===== config.mk =====
export PLATFORM = sky130hd
export DESIGN_NAME = banco_contadores_transicion
export DESIGN_NICKNAME = d
export VERILOG_FILES = /design/src/rtl/banco_contadores_transicion_pkg.sv /design/src/rtl/banco_contadores_transicion_contador_canal.sv /design/src/rtl/banco_contadores_transicion.sv
export SDC_FILE = /design/constraint.sdc
export NUM_CORES = 1
export LEC_CHECK = 0
export ABC_AREA = 1
export CORE_MARGIN = 1
export CORE_UTILIZATION = 40
export CTS_BUF_LIST = sky130_fd_sc_hd__clkbuf_16
export DETAILED_ROUTE_END_ITERATION = 10
export DONT_BUFFER_PORTS = 1
export SYNTH_ARGS = -nofsm -noshare
export SYNTH_HDL_FRONTEND = slang
export SYNTH_SLANG_ARGS = --single-unit
export TNS_END_PERCENT = 5

===== constraint.sdc =====
create_clock -name clk -period 4.7 [get_ports clk]
set_input_delay 0.47 -clock clk [delete_from_list [all_inputs] [get_ports clk]]
set_output_delay 0.47 -clock clk [all_outputs]
set_load 0.1 [all_outputs]

===== src/rtl/banco_contadores_transicion_pkg.sv =====
// Shared defaults and helper for the transition-counter bank.
// Optional feature macro: PWR_CNT_SAT_EN (saturating counters; wrap when undefined).
package banco_contadores_transicion_pkg;

  localparam int NCH_DEF   = 4;
  localparam int W_DEF     = 8;
  localparam int CNT_W_DEF = 32;
  localparam int DIR_W_DEF = 2;

  // Bits needed to hold values 0..v-1; used to size the per-cycle toggle count.
  function automatic int clog2_f(input int v);
    int r;
    int x;
    r = 0;
    x = v - 1;
    while (x > 0) begin
      r++;
      x = x >> 1;
    end
    return r;
  endfunction

endpackage


===== src/rtl/banco_contadores_transicion_contador_canal.sv =====
// One channel of the transition-counter bank: previous-sample register, popcount of
// toggled bits, accumulator with overflow handling, clear muxing and sticky ovf.
// Optional feature macro: PWR_CNT_SAT_EN (saturate instead of wrap on overflow).
module contador_canal
  import banco_contadores_transicion_pkg::*;
#(
  parameter int W     = W_DEF,
  parameter int CNT_W = CNT_W_DEF
) (
  input  logic             clk,
  input  logic             reset,
  input  logic             primed,
  input  logic             habilitar,
  input  logic             clr_canal,
  input  logic             clr_todo,
  input  logic [W-1:0]     senal,
  output logic [CNT_W-1:0] cnt,
  output logic             ovf
);

  localparam int INC_W = clog2_f(W + 1);

  logic [W-1:0]     prev;
  logic [W-1:0]     diff;
  logic [INC_W-1:0] inc;
  logic [CNT_W:0]   suma;
  logic [CNT_W-1:0] cnt_sig;

  assign diff = senal ^ prev;

  // Toggle count for this cycle; zero until the previous sample is valid or when held.
  always_comb begin
    inc = '0;
    if (primed && habilitar) begin
      for (int b = 0; b < W; b++) begin
        inc = inc + INC_W'(diff[b]);
      end
    end
  end

  // One extra bit so the carry out flags an overflow.
  assign suma = {1'b0, cnt} + (CNT_W + 1)'(inc);

`ifdef PWR_CNT_SAT_EN
  assign cnt_sig = suma[CNT_W] ? '1 : suma[CNT_W-1:0];
`else
  assign cnt_sig = suma[CNT_W-1:0];
`endif

  // Sample tracking and accumulation; a channel clear keeps this cycle's toggles.
  always_ff @(posedge clk) begin
    if (reset) begin
      prev <= '0;
      cnt  <= '0;
      ovf  <= 1'b0;
    end else begin
      prev <= senal;
      if (clr_todo) begin
        cnt <= '0;
        ovf <= 1'b0;
      end else if (clr_canal) begin
        cnt <= CNT_W'(inc);
        ovf <= 1'b0;
      end else begin
        cnt <= cnt_sig;
        ovf <= ovf | suma[CNT_W];
      end
    end
  end

endmodule


===== src/rtl/banco_contadores_transicion.sv =====
// Transition-counter bank for power estimation: NCH channel counters plus a
// registered read port with optional read-and-clear.
// Optional feature macro: PWR_CNT_SAT_EN (saturating counters; wrap when undefined).
module banco_contadores_transicion
  import banco_contadores_transicion_pkg::*;
#(
  parameter int NCH   = NCH_DEF,
  parameter int W     = W_DEF,
  parameter int CNT_W = CNT_W_DEF,
  parameter int DIR_W = DIR_W_DEF
) (
  input  logic             clk,
  input  logic             reset,
  input  logic             habilitar,
  input  logic [NCH*W-1:0] senal,
  input  logic             rd_req,
  input  logic [DIR_W-1:0] rd_dir,
  input  logic             rd_clr,
  input  logic             clr_todo,
  output logic             rd_valid,
  output logic [CNT_W-1:0] rd_dato,
  output logic             rd_err,
  output logic [NCH-1:0]   ovf
);

  logic             primed;
  logic [31:0]      dir_ext;
  logic             dir_ok;
  logic [CNT_W-1:0] cnt_arr [NCH];
  logic [CNT_W-1:0] cnt_sel;

  assign dir_ext = 32'(rd_dir);
  assign dir_ok  = dir_ext < 32'(NCH);

  // The first cycle after reset only loads the previous-sample registers.
  always_ff @(posedge clk) begin
    if (reset) primed <= 1'b0;
    else       primed <= 1'b1;
  end

  for (genvar i = 0; i < NCH; i++) begin : g_canal
    logic clr_canal;
    assign clr_canal = rd_req && rd_clr && (dir_ext == 32'(i));

    contador_canal #(
      .W     (W),
      .CNT_W (CNT_W)
    ) u_canal (
      .clk       (clk),
      .reset     (reset),
      .primed    (primed),
      .habilitar (habilitar),
      .clr_canal (clr_canal),
      .clr_todo  (clr_todo),
      .senal     (senal[i*W +: W]),
      .cnt       (cnt_arr[i]),
      .ovf       (ovf[i])
    );
  end

  // Read mux; out-of-range addresses select zero.
  always_comb begin
    cnt_sel = '0;
    for (int i = 0; i < NCH; i++) begin
      if (dir_ext == 32'(i)) cnt_sel = cnt_arr[i];
    end
  end

  // Registered read port: returns the counter as it stood before this cycle's update.
  always_ff @(posedge clk) begin
    if (reset) begin
      rd_valid <= 1'b0;
      rd_dato  <= '0;
      rd_err   <= 1'b0;
    end else begin
      rd_valid <= rd_req;
      rd_err   <= rd_req && !dir_ok;
      rd_dato  <= (rd_req && dir_ok) ? cnt_sel : '0;
    end
  end

endmodule

Word-level counts from Yosys, hierarchy flattened:

Index checks and enable logic that the tools add are counted.

* flip-flop bits (word level): 199
* input bits: 40

* add/subtract/negate cells: 32
* $lt $le $gt $ge: 1
* eq/ne operators: 3
* multiplexer cells: 13
* bitwise operators: 9
* reductions and logical operators: 16

Operator list (count)
* adder 32 x 4 -> 33 bit: 4
* 2-to-1 mux 32 bit: 4
* adder 4 x 1 -> 4 bit: 24
* zero test 32 bit: 1
* 2-to-1 mux 4 bit: 8
* bitwise XOR 8 bit: 4
* OR reduction 3 bit: 4
* adder 1 x 1 -> 2 bit: 4
* logical AND 1 bit: 8
* equality test 2 bit, second input constant: 2
* OR 1 bit: 4
* OR reduction 2 bit: 2
* less-than comparator 2 x 3 -> 1 bit, second input constant: 1
* equality test 2 x 1 -> 1 bit, second input constant: 1
* zero test 1 bit: 1
* 2-to-1 mux 1 bit: 1
* inverter 1 bit: 1

Longest topological paths before layout:

* depth in word-level cells: 11
* depth in mapped cells: 21

Modules after synthesis:

A second synthesis with hierarchy kept.

* cell total of the unflattened synthesis: 1753
* area total of the unflattened synthesis: 11763.8 um2

Modules (own cells, without submodules)
* contador_canal (g_canal[0].u_canal): times used 1, cells an instance 356, area an instance 2476.1 um2, sequential area each 820.8 um2
* contador_canal (g_canal[1].u_canal): times used 1, cells an instance 359, area an instance 2457.4 um2, sequential area each 820.8 um2
* contador_canal (g_canal[2].u_canal): times used 1, cells an instance 351, area an instance 2457.4 um2, sequential area each 820.8 um2
* contador_canal (g_canal[3].u_canal): times used 1, cells an instance 360, area an instance 2438.6 um2, sequential area each 820.8 um2
* banco_contadores_transicion: times used 1, cells an instance 327, area an instance 1934.4 um2, sequential area each 680.7 um2

Worst setup path before layout:

OpenSTA, ideal clock, no wires.

* path type: input -> register
* from: input senal[24]
* to: register g_canal[3].u_canal.cnt[22]
* library setup time: 113 ps
* arrival time: 4232 ps
* path slack: 356 ps
* stages: 16
* buffers on the path: 0
* path through: xor2_1 -> ha_1 -> fa_1 -> inv_1 -> fa_1 -> fa_1 -> fa_1 -> nor2_1 -> inv_1 -> fa_1 -> o21ai_2 -> nand3_1 -> nor2_2 -> nand2_1 -> nor2_1 -> nor2_1

* cells in the longest elaborated chain, start to end: 10

RTL lines
* from (decl): line banco_contadores_transicion.sv:15 `input logic [NCH*W-1:0] senal,`
* bitwise XOR 8 bit: line banco_contadores_transicion_contador_canal.sv:29 `assign diff = senal ^ prev;`
* adder 1 x 1 -> 2 bit: line banco_contadores_transicion_contador_canal.sv:36 `inc = inc + INC_W'(diff[b]);`
* adder 4 x 1 -> 4 bit (6 in a row): line banco_contadores_transicion_contador_canal.sv:36
* 2-to-1 mux 4 bit: line banco_contadores_transicion_contador_canal.sv:34 `if (primed && habilitar) begin`
* adder 32 x 4 -> 33 bit: line banco_contadores_transicion_contador_canal.sv:42 `assign suma = {1'b0, cnt} + (CNT_W + 1)'(inc);`
* to (signal assigned): line banco_contadores_transicion_contador_canal.sv:62 `cnt <= CNT_W'(inc);`
* to (signal assigned): line banco_contadores_transicion_contador_canal.sv:65 `cnt <= cnt_sig;`
* to (decl): line banco_contadores_transicion_contador_canal.sv:17 `output logic [CNT_W-1:0] cnt,`

Every way passes these cells.
A chain may end at the register's enable or synchronous reset.

Worst setup path after layout:

* from: register g_canal[3].u_canal.prev[0]
* to: register g_canal[3].u_canal.cnt[22]

* cells in the longest elaborated chain, start to end: 10

RTL lines
* from (decl): line banco_contadores_transicion_contador_canal.sv:23 `logic [W-1:0] prev;`
* from (signal assigned): line banco_contadores_transicion_contador_canal.sv:57 `prev <= senal;`
* bitwise XOR 8 bit: line banco_contadores_transicion_contador_canal.sv:29
* adder 1 x 1 -> 2 bit: line banco_contadores_transicion_contador_canal.sv:36
* adder 4 x 1 -> 4 bit (6 in a row): line banco_contadores_transicion_contador_canal.sv:36
* 2-to-1 mux 4 bit: line banco_contadores_transicion_contador_canal.sv:34
* adder 32 x 4 -> 33 bit: line banco_contadores_transicion_contador_canal.sv:42

Every way passes these cells.

==> flow_summary.json <==
{
  "slew_viol_final": 0,
  "postCtsSetupBuffers": 0,
  "ir_worst_vdd_uv": 181,
  "fin_nets": 1691,
  "fp.dieH_um": 169,
  "final_cell_mix": "372 x nand2_1, 236 x nor2_1, 234 x inv_1",
  "p_int_uw": 2680,
  "hold_buffers": 0,
  "synthCells": 1618,
  "synth_area_um2": 11100,
  "synthTopCellsByArea": "dfxtp_1 36%, nand2_1 13%, nor2_1 8.1%",
  "detail_route.wl_per_cell_um": 14.9,
  "numCtsBuffers": 17,
  "finClkSkew_ns": 0.0154,
  "place_congestion": 0.895,
  "drive_above_1_share_pct": 6.44,
  "r2r_cells": 17,
  "port_buffers": 0,
  "switching_share_pct": 27.7,
  "r2r_slack_ns": 0.21,
  "cp_num_buf_inv": 2,
  "outcome": "completed",
  "mostFrequentLayoutCell": "nand2_1",
  "dr_wl_met3_um": 1700,
  "ant_nets": 0,
  "die_area_um2": 28500,
  "cts.htree.levels": 4,
  "hold_ws_ns": 0.0961,
  "tightest_slew_ns": 1.05,
  "required_ns": 5.07,
  "rows": 60,
  "critPathArrivalTime_ns": 4.86,
  "synth_area_per_cell_um2": 6.88,
  "cts_tree": "yes",
  "slew_headroom_pct": 30.2,
  "cts.clk_slew.worst_paths_ns": 0.07,
  "yosys_warnings": 0,
  "crit_type": "reg -> reg",
  "grt_overflow_total": 0,
  "rsz0062_at_grt": "true",
  "clockRootBuffer": "clkbuf_16",
  "detailed_place_hpwl_um": 22800,
  "grt_pass1_vias": 9199,
  "critPathMaxFanout": 5,
  "setup.worst_path.start_class": "register",
  "power_density_nw_per_um2": 309,
  "slowest_stage": "fa_1",
  "post_drt_via_cell_ratio": 4.99,
  "cts_sinks": 198,
  "hold_violations": 0,
  "critical_path.endpoint": "g_canal[3].u_canal.cnt[22]$_SDFF_PP0_",
  "clk_latency_ns": 0.44,
  "ioPinCount": 78,
  "cts_resized": 0,
  "grt_start_max_net_pins": 38,
  "wl_met1_um": 14000,
  "synthDominantCellAreaShare_pct": 35.6,
  "total_power_uw": 3710,
  "drt_iter0_markers": 734,
  "synthFlopType": "dfxtp_1",
  "synth_area_leader_cell": "dfxtp_1",
  "fp.dieW_um": 169,
  "p_leak_uw": 0.00454,
  "synth_fp_nets": 1706,
  "finalSetupViolCount": 0,
  "slowest_delay_ns": 0.54,
  "synthArstFlopShare_pct": 0,
  "period_needed_ns": 4.49,
  "worstReg2RegStart": "g_canal[3].u_canal.prev[0]$_SDFF_PP0_",
  "fmax_mhz": 223,
  "switchingPower_uw": 1030,
  "cap_violations": 0,
  "area_growth_pct": 7.82,
  "vias": 9929,
  "critical_path.endpoint_type": "register",
  "r2r-end": "g_canal[3].u_canal.cnt[22]$_SDFF_PP0_",
  "tns_ns": 0,
  "worstHoldPathType": "in -> reg",
  "startpoint": "g_canal[3].u_canal.prev[0]$_SDFF_PP0_",
  "crit_path_frequent_cell": "fa_1",
  "pwr-share-comb_pct": 12.6,
  "crit_family": "adder cells",
  "synth_edf_count": 0,
  "drcViolationCount": 0,
  "start_util_pct": 41.1,
  "crit_chain": "xor2_1 -> ha_1 -> fa_1 -> inv_1 -> fa_1 -> fa_1 -> fa_1 -> nor2_1 -> inv_1 -> fa_1 -> o21ai_2 -> nand3_1 -> nor2_4 -> nand2_1 -> nand2_1 -> nand2_1 -> nor2_1",
  "core-area_um2": 27100,
  "cts_buffer_depth": 2,
  "grt_use_total_pct": 21.2,
  "ys_types": 45,
  "n_antenna_cell": 0,
  "wl_um": 29600,
  "period_share_pct": 95.5,
  "drtPass1Iterations": 6,
  "critical_path_depth": 17,
  "ys_ff_latch": 198,
  "wl_met2_um": 13300,
  "p_clk_share_pct": 40.1,
  "top_layer": "met4",
  "seq_power_share_pct": 47.3,
  "grt_pass1_wl_um": 47200,
  "antenna_found_initial": 0,
  "ys_seq_area_share_pct": 35.6
}
-- registers in the layout, summed over array words and instances, names as in the netlist --
| signal | cells |
|---|---|
| g_canal.u_canal.prev | 32 |
| primed | 1 |
| rd_dato | 32 |
| rd_valid | 1 |
| g_canal.u_canal.ovf | 4 |
| g_canal.u_canal.cnt | 128 |
-- synthesized netlist by cell type (all sizes together), types with 22 or more instances --
master / n
xnor2: 22
dfxtp: 198
xor2: 22
buf: 28
ha: 28
nand4: 22
nor2: 264
a21oi: 111
o21ai: 65
nand2: 383
nand3: 98
inv: 245
-- power by group through the flow --
stage               combinational, uW  clock [uW]  sequential, uW
finish                            469        1490            1750
global route                      548        1580            1760
CTS                               479        1510            1760
detailed placement                475           0            1790
global placement                  459           0            1790
floorplan                         391           0            1790
-- final cells by class --
class,instances,area (um2)
Timing Repair Buffer,4,30.0
Clock buffer,17,425
Fill cell,2858,15100
Clock inverter,15,154
Sequential cell,198,3960
Multi-Input combinational cell,1137,6030
Inverter,245,930
Tap cell,372,465
-- per-stage QoR --
step	cells	cell area (um2)	setup WS (ns)	utilization (%)
finish	1988	12000	0.211	44.3
detailed placement	1956	11400	-0.00790	42.0
global route	1988	12000	-0.0588	44.3
global placement	1956	11400	0.108	42.0
floorplan	1618	11100	0.356	-
CTS	1988	12000	0.134	44.2
-- logic make-up (layout without fill, tap and decap cells) --
group | after synthesis | after routing | share of synthesized area [%]
AO/OA/AOI/OAI | 230 | 230 | 12.1
buffers and inverters | 283 | 281 | 10.5
other | 1 | 1 | 0.0337
AND/OR/NAND/NOR | 814 | 814 | 31.6
flip-flops | 198 | 198 | 35.6
adder cells (fa/ha/maj) | 48 | 48 | 6.75
XOR/XNOR | 44 | 44 | 3.46
-- routing by layer --
layer	track usage, %	vias to the layer above
li1	-	5107
met1	28.7	4525
met2	34.4	266
met3	4.04	31
met4	5.57	0
met5	0	-
-- worst min-delay path by stage --
| stage | slack, ns | from | endpoint | depth (start not counted) |
|---|---|---|---|---|
| floorplan | 0.43 | g_canal[2].u_canal.ovf$_SDFF_PP0_ | g_canal[2].u_canal.ovf$_SDFF_PP0_ | 2 |
| global placement | 0.45 | g_canal[1].u_canal.cnt[28]$_SDFF_PP0_ | g_canal[1].u_canal.cnt[28]$_SDFF_PP0_ | 2 |
| detailed placement | 0.47 | g_canal[1].u_canal.cnt[24]$_SDFF_PP0_ | g_canal[1].u_canal.cnt[24]$_SDFF_PP0_ | 2 |
| CTS | 0.08 | reset | g_canal[1].u_canal.prev[2]$_SDFF_PP0_ | 1 |
| global route | 0.08 | reset | g_canal[1].u_canal.prev[4]$_SDFF_PP0_ | 1 |
| finish | 0.1 | reset | g_canal[2].u_canal.prev[0]$_SDFF_PP0_ | 1 |
No activity file was read; power rests on OpenSTA's default activity.
